File: config.mk
export PLATFORM = sky130hd
export DESIGN_NAME = tetris_board_renderer
export DESIGN_NICKNAME = d
export VERILOG_FILES = /design/src/rtl/tetris_board_renderer_pkg.sv /design/src/rtl/tetris_board_renderer_board_ram.sv /design/src/rtl/tetris_board_renderer.sv
export SDC_FILE = /design/constraint.sdc
export NUM_CORES = 1
export LEC_CHECK = 0
export CORE_MARGIN = 2
export CORE_UTILIZATION = 40
export DETAILED_ROUTE_END_ITERATION = 8
export MAX_ROUTING_LAYER = met4
export SLEW_MARGIN = 40
export SYNTH_ARGS = -nofsm -noshare
export SYNTH_HDL_FRONTEND = slang
export SYNTH_SLANG_ARGS = --single-unit
File: constraint.sdc
create_clock -name CLK_25 -period 8.8 [get_ports CLK_25]
set_clock_uncertainty 0.1 [all_clocks]
set_input_delay 1.76 -clock CLK_25 [delete_from_list [all_inputs] [get_ports CLK_25]]
set_output_delay 1.76 -clock CLK_25 [all_outputs]
set_load 0.01 [all_outputs]
File: src/rtl/tetris_board_renderer_pkg.sv
// Shared constants, types and helpers for the Tetris board renderer:
// playfield geometry, colour indices, palette and cell addressing.
package tetris_board_renderer_pkg;

  localparam int BOARD_X0   = 240;
  localparam int BOARD_Y0   = 80;
  localparam int CELL_SHIFT = 4;
  localparam int COLS       = 10;
  localparam int ROWS       = 20;
  localparam int CELLS      = COLS * ROWS;
  localparam int BOARD_W    = COLS << CELL_SHIFT;
  localparam int BOARD_H    = ROWS << CELL_SHIFT;

  // Geometry in the 12-bit signed domain used by the address stage.
  localparam logic signed [11:0] X0_S  = 12'(BOARD_X0);
  localparam logic signed [11:0] Y0_S  = 12'(BOARD_Y0);
  localparam logic signed [11:0] DX_HI = 12'(BOARD_W);
  localparam logic signed [11:0] DY_HI = 12'(BOARD_H);
  localparam logic signed [11:0] RING  = 12'sd2;

  localparam logic [7:0] LAST_ADDR = 8'(CELLS - 1);

  // Colour indices shared with the game logic.
  localparam logic [2:0] CLR_EMPTY = 3'd0;
  localparam logic [2:0] CLR_I     = 3'd1;
  localparam logic [2:0] CLR_O     = 3'd2;
  localparam logic [2:0] CLR_T     = 3'd3;
  localparam logic [2:0] CLR_S     = 3'd4;
  localparam logic [2:0] CLR_Z     = 3'd5;
  localparam logic [2:0] CLR_J     = 3'd6;
  localparam logic [2:0] CLR_L     = 3'd7;

  typedef struct packed {
    logic [7:0] r;
    logic [7:0] g;
    logic [7:0] b;
  } rgb_t;

  localparam rgb_t RGB_BLACK = 24'h000000;
  localparam rgb_t RGB_WHITE = 24'hFFFFFF;
  localparam rgb_t RGB_EMPTY = 24'h202020;

  typedef enum logic {
    ST_IDLE,
    ST_CLEAR
  } clr_state_t;

  // Fixed piece palette; the empty index is handled by the caller.
  function automatic rgb_t palette(input logic [2:0] idx);
    case (idx)
      CLR_I:   return 24'h00FFFF;
      CLR_O:   return 24'hFFFF00;
      CLR_T:   return 24'hA000F0;
      CLR_S:   return 24'h00F000;
      CLR_Z:   return 24'hF00000;
      CLR_J:   return 24'h0000F0;
      CLR_L:   return 24'hF0A000;
      default: return RGB_BLACK;
    endcase
  endfunction

  // row*10 + col as shift-add; row*8 + row*2 keeps it multiplier-free.
  function automatic logic [7:0] cell_addr(input logic [4:0] row, input logic [3:0] col);
    logic [7:0] r8;
    r8 = {3'b000, row};
    return (r8 << 3) + (r8 << 1) + {4'b0000, col};
  endfunction

endpackage

File: src/rtl/tetris_board_renderer_board_ram.sv
// Simple dual-port board RAM: write port A, synchronous read port B.
// A read and write of the same address on one edge returns the old word.
module board_ram #(
  parameter int AW = 8,
  parameter int DW = 3
) (
  input  logic          clk,
  input  logic          we,
  input  logic [AW-1:0] wr_addr,
  input  logic [DW-1:0] wr_data,
  input  logic [AW-1:0] rd_addr,
  output logic [DW-1:0] rd_data
);

  // NOTE: the array has no reset; contents are initialised by the clear sweep,
  // and resetting a RAM would prevent it mapping onto a memory macro.
  logic [DW-1:0] mem [0:(1<<AW)-1];

  // Write port A and registered read port B.
  // NOTE: both use <=, so a same-edge read of the written address sees the
  // pre-write value (read-old behaviour) instead of a simulation race.
  always_ff @(posedge clk) begin
    if (we) mem[wr_addr] <= wr_data;
    rd_data <= mem[rd_addr];
  end

endmodule

File: src/rtl/tetris_board_renderer.sv
// Pixel stage after the VGA timing block: maps beam position to a playfield
// cell, reads its colour index, applies the palette and bevel, and outputs
// registered RGB with sync/blank delayed to the same 3-cycle latency.
// Also owns the clear sweep that zeroes the board after reset or on CLR.
module tetris_board_renderer
  import tetris_board_renderer_pkg::*;
(
  input  logic        CLK_25,
  input  logic        RST_N,
  input  logic [10:0] X,
  input  logic [10:0] Y,
  input  logic        HS_IN,
  input  logic        VS_IN,
  input  logic        BLANK_IN_N,
  input  logic        WR_EN,
  input  logic [4:0]  WR_ROW,
  input  logic [3:0]  WR_COL,
  input  logic [2:0]  WR_COLOR,
  input  logic        CLR,
  output logic        BUSY,
  output logic [7:0]  VGA_R,
  output logic [7:0]  VGA_G,
  output logic [7:0]  VGA_B,
  output logic        VGA_HS,
  output logic        VGA_VS,
  output logic        VGA_BLANK_N
);

  // ---------------- clear sweep FSM ----------------
  clr_state_t state, state_nxt;
  logic [7:0] clr_addr, clr_addr_nxt;
  logic       busy_int, clear_we;

  // State register; reset parks the FSM at the start of a sweep so the
  // board is cleared from the first cycle after release.
  always_ff @(posedge CLK_25) begin
    if (!RST_N) begin
      state    <= ST_CLEAR;
      clr_addr <= '0;
    end else begin
      state    <= state_nxt;
      clr_addr <= clr_addr_nxt;
    end
  end

  // Next state: CLR (re)starts at address 0, sweep ends after the last cell.
  // NOTE: every output gets a default first so no path can infer a latch.
  always_comb begin
    state_nxt    = state;
    clr_addr_nxt = clr_addr;
    case (state)
      ST_IDLE: begin
        if (CLR) begin
          state_nxt    = ST_CLEAR;
          clr_addr_nxt = '0;
        end
      end
      ST_CLEAR: begin
        if (CLR) begin
          clr_addr_nxt = '0;
        end else if (clr_addr == LAST_ADDR) begin
          state_nxt    = ST_IDLE;
          clr_addr_nxt = '0;
        end else begin
          clr_addr_nxt = clr_addr + 8'd1;
        end
      end
      default: begin
        state_nxt    = ST_IDLE;
        clr_addr_nxt = '0;
      end
    endcase
  end

  // FSM outputs: busy and the sweep's write strobe.
  always_comb begin
    busy_int = (state == ST_CLEAR);
    clear_we = (state == ST_CLEAR);
  end

  assign BUSY = busy_int;

  // ---------------- RAM write port ----------------
  logic       user_we, ram_we;
  logic [7:0] ram_wr_addr;
  logic [2:0] ram_wr_data;

  // Sweep owns the write port while busy; user writes need idle and in-range.
  always_comb begin
    user_we     = WR_EN && !busy_int && (WR_ROW < 5'(ROWS)) && (WR_COL < 4'(COLS));
    ram_we      = clear_we || user_we;
    ram_wr_addr = clear_we ? clr_addr  : cell_addr(WR_ROW, WR_COL);
    ram_wr_data = clear_we ? CLR_EMPTY : WR_COLOR;
  end

  // ---------------- S1: geometry ----------------
  logic signed [11:0] dx, dy;
  logic               in_board_c, border_c, bevel_c;
  logic [7:0]         addr_c;

  // Board-relative offsets, inside/border classification and cell address.
  always_comb begin
    dx         = $signed({1'b0, X}) - X0_S;
    dy         = $signed({1'b0, Y}) - Y0_S;
    in_board_c = (dx >= 12'sd0) && (dx < DX_HI) && (dy >= 12'sd0) && (dy < DY_HI);
    border_c   = !in_board_c &&
                 (dx >= -RING) && (dx < DX_HI + RING) &&
                 (dy >= -RING) && (dy < DY_HI + RING);
    bevel_c    = (dx[CELL_SHIFT-1:0] == '0) || (dy[CELL_SHIFT-1:0] == '0);
    addr_c     = cell_addr(dy[CELL_SHIFT+4:CELL_SHIFT], dx[CELL_SHIFT+3:CELL_SHIFT]);
  end

  logic [7:0] s1_addr;
  logic       s1_in_board, s1_border, s1_bevel, s1_hs, s1_vs, s1_blank_n;

  // S1 register: cell address, flags and syncs.
  always_ff @(posedge CLK_25) begin
    if (!RST_N) begin
      s1_addr     <= '0;
      s1_in_board <= 1'b0;
      s1_border   <= 1'b0;
      s1_bevel    <= 1'b0;
      s1_hs       <= 1'b1;
      s1_vs       <= 1'b1;
      s1_blank_n  <= 1'b0;
    end else begin
      s1_addr     <= addr_c;
      s1_in_board <= in_board_c;
      s1_border   <= border_c;
      s1_bevel    <= bevel_c;
      s1_hs       <= HS_IN;
      s1_vs       <= VS_IN;
      s1_blank_n  <= BLANK_IN_N;
    end
  end

  // ---------------- S2: RAM read ----------------
  logic [2:0] s2_color;
  logic       s2_in_board, s2_border, s2_bevel, s2_hs, s2_vs, s2_blank_n;

  board_ram #(.AW(8), .DW(3)) u_board_ram (
    .clk     (CLK_25),
    .we      (ram_we),
    .wr_addr (ram_wr_addr),
    .wr_data (ram_wr_data),
    .rd_addr (s1_addr),
    .rd_data (s2_color)
  );

  // S2 register: carry flags alongside the RAM read.
  always_ff @(posedge CLK_25) begin
    if (!RST_N) begin
      s2_in_board <= 1'b0;
      s2_border   <= 1'b0;
      s2_bevel    <= 1'b0;
      s2_hs       <= 1'b1;
      s2_vs       <= 1'b1;
      s2_blank_n  <= 1'b0;
    end else begin
      s2_in_board <= s1_in_board;
      s2_border   <= s1_border;
      s2_bevel    <= s1_bevel;
      s2_hs       <= s1_hs;
      s2_vs       <= s1_vs;
      s2_blank_n  <= s1_blank_n;
    end
  end

  // ---------------- S3: colour ----------------
  rgb_t pal_c, pix_c, s3_rgb;

  // Colour priority: blank, border, outside, empty cell, palette with bevel.
  always_comb begin
    pal_c = palette(s2_color);
    if (s2_bevel) begin
      pal_c.r = pal_c.r >> 1;
      pal_c.g = pal_c.g >> 1;
      pal_c.b = pal_c.b >> 1;
    end
    if (!s2_blank_n)                pix_c = RGB_BLACK;
    else if (s2_border)             pix_c = RGB_WHITE;
    else if (!s2_in_board)          pix_c = RGB_BLACK;
    else if (s2_color == CLR_EMPTY) pix_c = RGB_EMPTY;
    else                            pix_c = pal_c;
  end

  // S3 register: pixel colour and delayed syncs.
  always_ff @(posedge CLK_25) begin
    if (!RST_N) begin
      s3_rgb      <= RGB_BLACK;
      VGA_HS      <= 1'b1;
      VGA_VS      <= 1'b1;
      VGA_BLANK_N <= 1'b0;
    end else begin
      s3_rgb      <= pix_c;
      VGA_HS      <= s2_hs;
      VGA_VS      <= s2_vs;
      VGA_BLANK_N <= s2_blank_n;
    end
  end

  assign VGA_R = s3_rgb.r;
  assign VGA_G = s3_rgb.g;
  assign VGA_B = s3_rgb.b;

endmodule
* Word level (Yosys, flattened, before mapping) *
Memories as Yosys holds them, arrays and structs flattened. A register that Yosys moved wholly into a read port is not among the register bits.
Index checks and enable logic that the tools add are counted.

operators by class
  add/sub/neg operators = 7
  magnitude comparators = 10
  equality and inequality tests = 9
  muxes and demuxes = 17
  bitwise operators = 1
  reductions and logical operators = 18

operators with widths
  operator                 number
  $pmux W24 S7             1
  $mux W24                 4
  $mux W8                  4
  $ge A12 B1 Y1 const B    2
  $ge A12 B2 Y1 const B    2
  $lt A12 B10 Y1 const B   2
  $lt A12 B9 Y1 const B    2
  $add A8 B4 Y8            2
  $add A8 B6 Y8            2
  $pmux W8 S2              1
  $eq A3 B3 Y1 const B     4
  $sub A11 B7 Y12 const B  1
  $sub A11 B8 Y12 const B  1
  $logic_and A1 B1 Y1      10
  $add A8 B1 Y8 const B    1
  $eq A8 B8 Y1 const B     1
  $logic_not A4 Y1         2
  $eq A3 B2 Y1 const B     2
  $lt A5 B5 Y1 const B     1
  $mux W1                  5
  $lt A4 B4 Y1 const B     1
  $eq A3 B1 Y1 const B     1
  $logic_not A3 Y1         1
  $mux W3                  1
  6 further kinds          8

word-level totals
  flip-flop bits (word level) = 56
  RAM bits = 768
  output and inout bits = 28
  logic and storage cells = 84
  memories = 1

memories
  memory           words  width  rd ports  clocked after Yosys merged registers in  write ports  RTL line                               source
  u_board_ram.mem  256    3      1         1                                        1            tetris_board_renderer_board_ram.sv:17  logic [DW-1:0] mem [0:(1<<AW)-1];

* Logic depth before layout (Yosys ltp) *
Gate-level depths: netlist (run 1).

  word-level depth = 10
  mapped depth = 12
  depth with buffers taken out = 12

* Hierarchy *
From an unflattened synthesis (run 1), not the netlist that was laid out.

unflattened totals
  cells, all modules = 2028
  area total of the unflattened synthesis = 33881.2 um^2

by module, submodules not included
  module                 times used  cells an instance  area an instance (um^2)  seq. area each (um^2)
  board_ram              1           1713               31038.5                  23122.2
  tetris_board_renderer  1           315                2842.7                   940.9

* Worst setup path before layout (run 1) *
No wires, ideal clock.

  path type = input -> register
  start point = input WR_COLOR[0]
  end point = memory u_board_ram.mem[0][0] (data pin)
  setup time = 1.447 ns
  arrival time = 7.905 ns
  required time = 7.253 ns
  setup slack = -0.651 ns
  stages = 1
  path buffers = 0
  cells stage by stage = nor2b_1

between the ends
  longest elaborated chain between the ends = 1

RTL lines
  what                RTL line                               source
  start: declaration  tetris_board_renderer.sv:18            input logic [2:0] WR_COLOR,
  $mux W3             tetris_board_renderer.sv:93            ram_wr_data = clear_we ? CLR_EMPTY : WR_COLOR;
  end: declaration    tetris_board_renderer_board_ram.sv:17

No other way between the ends.

* Final worst setup path (run 1) *
  start point = input WR_ROW[0]
  end point = memory u_board_ram.mem[174][2] (enable)

between the ends
  longest elaborated chain between the ends = 6

RTL lines
  what                                                   RTL line                     source
  start: declaration                                     tetris_board_renderer.sv:16  input logic [4:0] WR_ROW,
  branches (longest 6 deep; another with $add A8 B6 Y8)  -

Several ways; the timed one is not identified.

==> results of run 1 <==
[layer usage]
layer	global-route usage [%]	up-vias	wire, um
li1	-	7916	-
met5	-	-	0
met3	3.73	130	5960
met1	25.8	9390	33600
met4	5.85	0	2090
met2	30.6	719	39600
[synth_stat cells (all sizes together) (7+ instances only)]
| cell | n |
|---|---|
| mux2i | 26 |
| and2 | 14 |
| a22o | 7 |
| xor2 | 9 |
| nand2 | 88 |
| nand2b | 17 |
| inv | 22 |
| mux2 | 9 |
| a21oi | 36 |
| dfxtp | 50 |
| ha | 25 |
| a221oi | 9 |
| a211oi | 10 |
| o211ai | 7 |
| xnor2 | 10 |
| a22oi | 21 |
| nor2b | 20 |
| o21ai | 36 |
| buf | 72 |
| clkbuf | 58 |
| a31oi | 8 |
| a2111oi | 10 |
| nand3 | 16 |
| o221ai | 10 |
| or3 | 8 |
| nor2 | 178 |
| mux4 | 191 |
| edfxtp | 768 |
| nor3 | 142 |
[report_power, final]
group	internal (mW)	total [mW]	leakage [nW]	switching, mW
logic	0.317	0.802	3.05	0.485
clock network	2.06	3.57	1.34	1.51
registers	4.21	4.26	7.53	0.0470
[worst max-delay path: cells and delay by family]
family | cells | cell delay, ps
and+or+nand+nor | 1 | 210
AOI/OAI and AO/OA | 5 | 1230
xor gates and xnor gates | 1 | 600
adders and majority gates | 2 | 850
buffers and inverters | 3 | 1240
[cells in the final DEF, fill, tap and decap left out, drive strengths merged, types with 7 or more instances in the layout]
cell type,netlist,final
or3,8,8
clkbuf,58,109
buf,72,38
nand3,16,16
ha,25,25
a221oi,9,9
bufinv,0,8
a22o,7,7
and2,14,14
a21oi,36,36
o221ai,10,10
a2111oi,10,10
a31oi,8,8
clkdlybuf4s50,0,68
mux2i,26,26
nor2,178,178
o21ai,36,36
o211ai,7,7
xor2,9,9
inv,22,25
mux4,191,191
a22oi,21,21
xnor2,10,10
clkinv,2,31
dfxtp,50,50
nor2b,20,20
nand2b,17,17
edfxtp,768,768
nor3,142,142
nand2,88,88
mux2,9,9
a211oi,10,10
[cell families (layout without fill, tap and decap cells)]
family,count (synthesis),after routing
buf+inv,154,284
flops,818,818
mux,226,226
compound gates,189,189
xor+xnor,19,19
fa+ha+maj,29,29
simple gates,514,514
[worst max path at each step]
stage | slack [ps] | cells after the start | start | to
2_1_floorplan | 2410 | 1 | WR_COLOR[0] | u_board_ram.mem[0][0]$_DFFE_PP_
3_3_place_gp | 2340 | 11 | WR_ROW[2] | u_board_ram.mem[134][0]$_DFFE_PP_
3_5_place_dp | 2460 | 12 | WR_ROW[0] | u_board_ram.mem[135][2]$_DFFE_PP_
4_1_cts | 3170 | 12 | WR_ROW[0] | u_board_ram.mem[140][0]$_DFFE_PP_
5_1_grt | 2860 | 12 | WR_ROW[2] | u_board_ram.mem[173][2]$_DFFE_PP_
6_report | 3080 | 12 | WR_ROW[0] | u_board_ram.mem[174][2]$_DFFE_PP_
[sequential cells by signal, indices dropped and copies added (netlist names)]
register             flops
u_board_ram.mem        768
clr_addr                 8
s1_addr                  8
VGA_B                    5
VGA_G                    5
VGA_R                    5
u_board_ram.rd_data      3
BUSY                     1
VGA_BLANK_N              1
VGA_HS                   1
VGA_VS                   1
s1_bevel                 1
s1_blank_n               1
s1_border                1
s1_hs                    1
s1_in_board              1
s1_vs                    1
s2_bevel                 1
s2_blank_n               1
s2_border                1
s2_hs                    1
s2_in_board              1
s2_vs                    1
[per-stage QoR]
step	power, mW	util (%)	setup WS (ps)	hold slack [ps]	instance area [um2]
2_1_floorplan	4.85	-	2410	286	33700
3_3_place_gp	5.12	42.4	2340	289	35400
3_5_place_dp	5.13	42.5	2460	293	35500
4_1_cts	8.69	45.9	3170	309	38300
5_1_grt	8.91	45.9	2860	327	38400
6_report	8.63	45.9	3080	308	38400
[cell type report]
class                      instances  area (um2)  share of cell area, %
sequential                       818       24100                   62.7
multi-input combinational        977        8960                   23.3
clock buffer                     109        2250                   5.85
tap                             1080        1350                   3.52
timing repair buffer             106        1120                   2.91
clock inverter                    45         549                   1.43
inverter                          24        90.1                  0.235
==> impl_metrics.ini, run 1 <==
[sta]
setup_viol = 0
slew-limit-headroom_pct = 43.5
min_period_over_period_pct = 65.1
final.setup.tns_ps = 0
tightest_slew_ps = 847
hold_viol = 0
finalMaxSlewViolations = 0
rsz0062_at_grt = false
final.min_clock_period_ps = 5720
max_clock_freq_mhz = 175

[logic_synthesis]
ys_warn_count = 0
yosys.area.top_type_share_pct = 68.5
synth.top_cells.by_area = edfxtp_1, mux4_2, dfxtp_1
syn_nets = 2019
synth.area.mux_share_pct = 13.8
synth_top_family_by_area = multiplexers
synthCells = 1949
avgSynthCellArea_um2 = 17.3
synth_cell_type_count = 56
yosys.area.top_type = edfxtp_1
synth_compound_area_share_pct = 3.82
synth_simple_gate_area_share_pct = 7.03
synth_ff_type = edfxtp_1
synth_enable_flop_cells = 768
synth_xor_area_share_pct = 0.494
synthArstFlopShare_pct = 0
ys_ff_latch = 818
seq_area_frac_synth_pct = 71.4
synth_fa_ha_area_share_pct = 1.17
netlist_area_um2 = 33700

[drt]
drt_first_pass_iters = 5
drt-total-wl_um = 81300
route.vias.total = 18200
first_iter_violations = 2032
vias_per_cell = 5.75
drc_errors = 0
drtAntennaViolNets = 0
wl_per_cell_um = 25.7

[grt]
grt_use_total_pct = 19.4
grt_pass1_wl_um = 121000
grt_overflow = 0
grt_max_degree = 106
first_global_vias = 18500
antenna_found_initial = 0

[floorplanning]
core_um2 = 83600
start_util_pct = 40.3
fp.dieW_um = 294
rows = 106
die_h_um = 294
die-area_um2 = 86600
ios = 69

[worst_setup_path]
path_class = primary input to register
critPathCaptureType = register
r2r_start = s1_addr[0]$_SDFF_PN0_
crit_required_ps = 9040
r2r_end = u_board_ram.rd_data[1]$_DFF_P_
reg2reg_depth = 6
cpMaxStageDelayCell = fa_1
regToRegSetupSlack_ps = 4680
cp_max_fo = 41
critPathLaunchType = primary input
crit_chain = clkdlybuf4s50_1, fa_1, ha_1, a21o_1, a21oi_1, o21bai_1, a21oi_1, xor2_1, o21a_4, buf_12, buf_4, nor3_1
critPathArrivalTime_ps = 5970
worst_path_largest_cell_delay_ps = 610
crit_top_cell = a21oi_1

[cts]
ctsResizeCount = 0
cts_made_buffers = 85
path_clk_slew_ps = 60
cts.path.max_buffers = 3
worst_skew_pair.late_latency_ps = 650
clock-sinks = 818
ctsHoldBuffers = 0
htree_levels = 3
cts_tree = built
clock-root-buffer = clkbuf_16
cts_setup_buffers = 0

[layout]
fillers = 7139
finalNetCount = 2082
drive_above_1_share_pct = 18.3
syn_to_final_growth_pct = 14.0
final_cell_count_no_fill = 3159
n_antenna_cell = 0

[placed_design]
dp.cells = 3004
port_buffers = 68
place.gp.congestion = 0.803
place_hpwl_um = 49400

[power_and_ir_drop]
cellPowerDensity_nw_per_um2 = 225
worst_ir_drop_vdd_mv = 0.163
p_leak_nw = 11.9

[job]
cap_violations = 0

[hold_path]
holdCritPathClass = register to register
holdCritStartpoint = s1_hs$_SDFF_PN1_
holdPathStages = 1
min_to = s2_hs$_SDFF_PN1_

[run_status]
outcome = complete, no violations
No activity file was read; power rests on OpenSTA's default activity.
==> run 2: changes to the inputs <==
Clock period 8.8 ns to 5.1 ns, I/O delays scaled along.
==> run 2 against run 1 <==
  * First-iteration DRC count shrank 2.9%
  * Non-clock buffer count grew 162
  * Combinational power rose by 71%
  * Register-to-register slack lost 3300 ps
  * Flip-flop and latch count stayed put
  * Sequential power rose by 74%
  * Core utilization is 1.6 points higher
  * Critical path depth rose by 2
==> impl_metrics.ini, run 2 (synthesis gave the netlist of run 1 again) <==
[cts]
cts_setup_buffers = 0
cts_made_buffers = 84
ctsHoldBuffers = 0
htree_levels = 3
cts.path.max_buffers = 3
clock-root-buffer = clkbuf_16
worst_skew_pair.late_latency_ps = 640
clock-sinks = 818
ctsResizeCount = 0
path_clk_slew_ps = 60
cts_tree = built

[sta]
finalMaxSlewViolations = 0
slew-limit-headroom_pct = 38.8
tightest_slew_ps = 904
min_period_over_period_pct = 83.7
max_clock_freq_mhz = 234
setup_viol = 0
rsz0062_at_grt = false
hold_viol = 0
final.min_clock_period_ps = 4270

[drt]
first_iter_violations = 1974
vias_per_cell = 5.64
drtAntennaViolNets = 0
drt_first_pass_iters = 7
wl_per_cell_um = 25.1
drc_errors = 0
drt-total-wl_um = 83300
route.vias.total = 18700

[worst_setup_path]
critPathArrivalTime_ps = 4470
cpMaxStageDelayCell = fa_1
crit_chain = clkdlybuf4s50_1, ha_1, ha_1, fa_1, a21o_1, a21oi_1, xor2_1, o21ai_0, buf_4, nor2_1, buf_4, nand2_1, buf_4, nor2_1
r2r_start = s1_addr[0]$_SDFF_PN0_
cp.buffers_inverters = 4
critPathLaunchType = primary input
cp_max_fo = 7
crit_required_ps = 5300
crit_family = buffers and inverters
worst_path_largest_cell_delay_ps = 450
critPathCaptureType = register
crit_top_cell = buf_4
startpoint = WR_ROW[1]
path_class = primary input to register

[floorplanning]
die_h_um = 294
ios = 69
fp.dieW_um = 294
rows = 106
start_util_pct = 40.3
die-area_um2 = 86600
core_um2 = 83600

[grt]
grt_max_degree = 202
grt_pass1_wl_um = 124000
grt.met1_usage_pct = 26.7
met2_usage_pct = 32.1
antenna_found_initial = 0
grt_busiest_layer = met2
grt_overflow = 0
first_global_vias = 19300
grt_use_total_pct = 20.0
grtUsageMet3_pct = 2.74

[layout]
largest_reg_flops = 768
final_cell_count_no_fill = 3322
layout_commonest_cell = edfxtp_1
largestRegisters = u_board_ram.mem (768), clr_addr (8), s1_addr (8)
layout_common_cells = edfxtp_1, mux4_2, buf_4, nor2_1, nor3_1
register_area_um2 = 24100
drive_above_1_share_pct = 24.4
regMostFlops = u_board_ram.mem
multi_input_area_um2 = 8940
finalNetCount = 2243
fillers = 7010
final_util_pct = 47.6
syn_to_final_growth_pct = 17.9

[placed_design]
dp.cells = 3165
port_buffers = 68
place.gp.congestion = 0.831
place_hpwl_um = 53900

[power_and_ir_drop]
cellPowerDensity_nw_per_um2 = 379
p_leak_nw = 12.8
worst_ir_drop_vdd_mv = 0.309

[hold_path]
holdCritStartpoint = s1_vs$_SDFF_PN1_
holdCritPathClass = register to register

[run_status]
outcome = complete, no violations

[job]
cap_violations = 0
==> run 2: changes by cell type in the layout (fill, tap and decap cells not counted), moves of 3 or more <==
cell       before  now
a2111oi_0       9    5
clkinv_2        7   12
a2111oi_1       1    4
clkinv_16       3    0
bufinv_16       8   13
clkbuf_8        3    0
buf_6           6    0
buf_12          4   18
buf_4          24  179
clkbuf_1       21   17
==> run 2: stage by stage <==
step	TNS (ps)	hold slack, ps	setup slack (ps)	total power, mW	cell area, um2
floorplan	-427740	286	-557	8.36	33700
global route	0	314	535	15.5	39700
detailed placement	0	292	192	8.90	36800
CTS	0	305	842	15.2	39700
global placement	0	288	309	8.87	36800
finish	0	303	829	15.0	39700
==> run 2: where the power goes <==
part / internal [mW] / switching, mW
clock network: 3.73 / 2.54
registers: 7.26 / 0.140
logic: 0.578 / 0.791
total: 11.6 / 3.48
==> run 2: path summary, 6_finish.rpt <==
path / endpoint / slack [ps] / depth (start not counted)
setup / recovery: u_board_ram.mem[13][2]$_DFFE_PP_ / 830 / 14
hold / removal: s2_vs$_SDFF_PN1_ / 300 / 1
setup reg to reg: u_board_ram.rd_data[1]$_DFF_P_ / 1370 / 7
hold reg to reg: s2_vs$_SDFF_PN1_ / 300 / 1
==> run 2: per-layer routing <==
layer / wire (um) / up-vias
li1: - / 8237
met1: 35400 / 9757
met2: 41000 / 628
met3: 4850 / 115
met4: 1990 / 0
met5: 0 / -
==> run 2: cell type report <==
cell class              count  share of cell area (%)
inverters                  24                   0.227
flip-flops and latches    818                    60.6
repair buffers            268                    6.18
well taps                1080                    3.40
clock buffers             102                    5.51
diodes                      1                 0.00630
clock inverters            52                    1.58
multi-input cells         977                    22.5
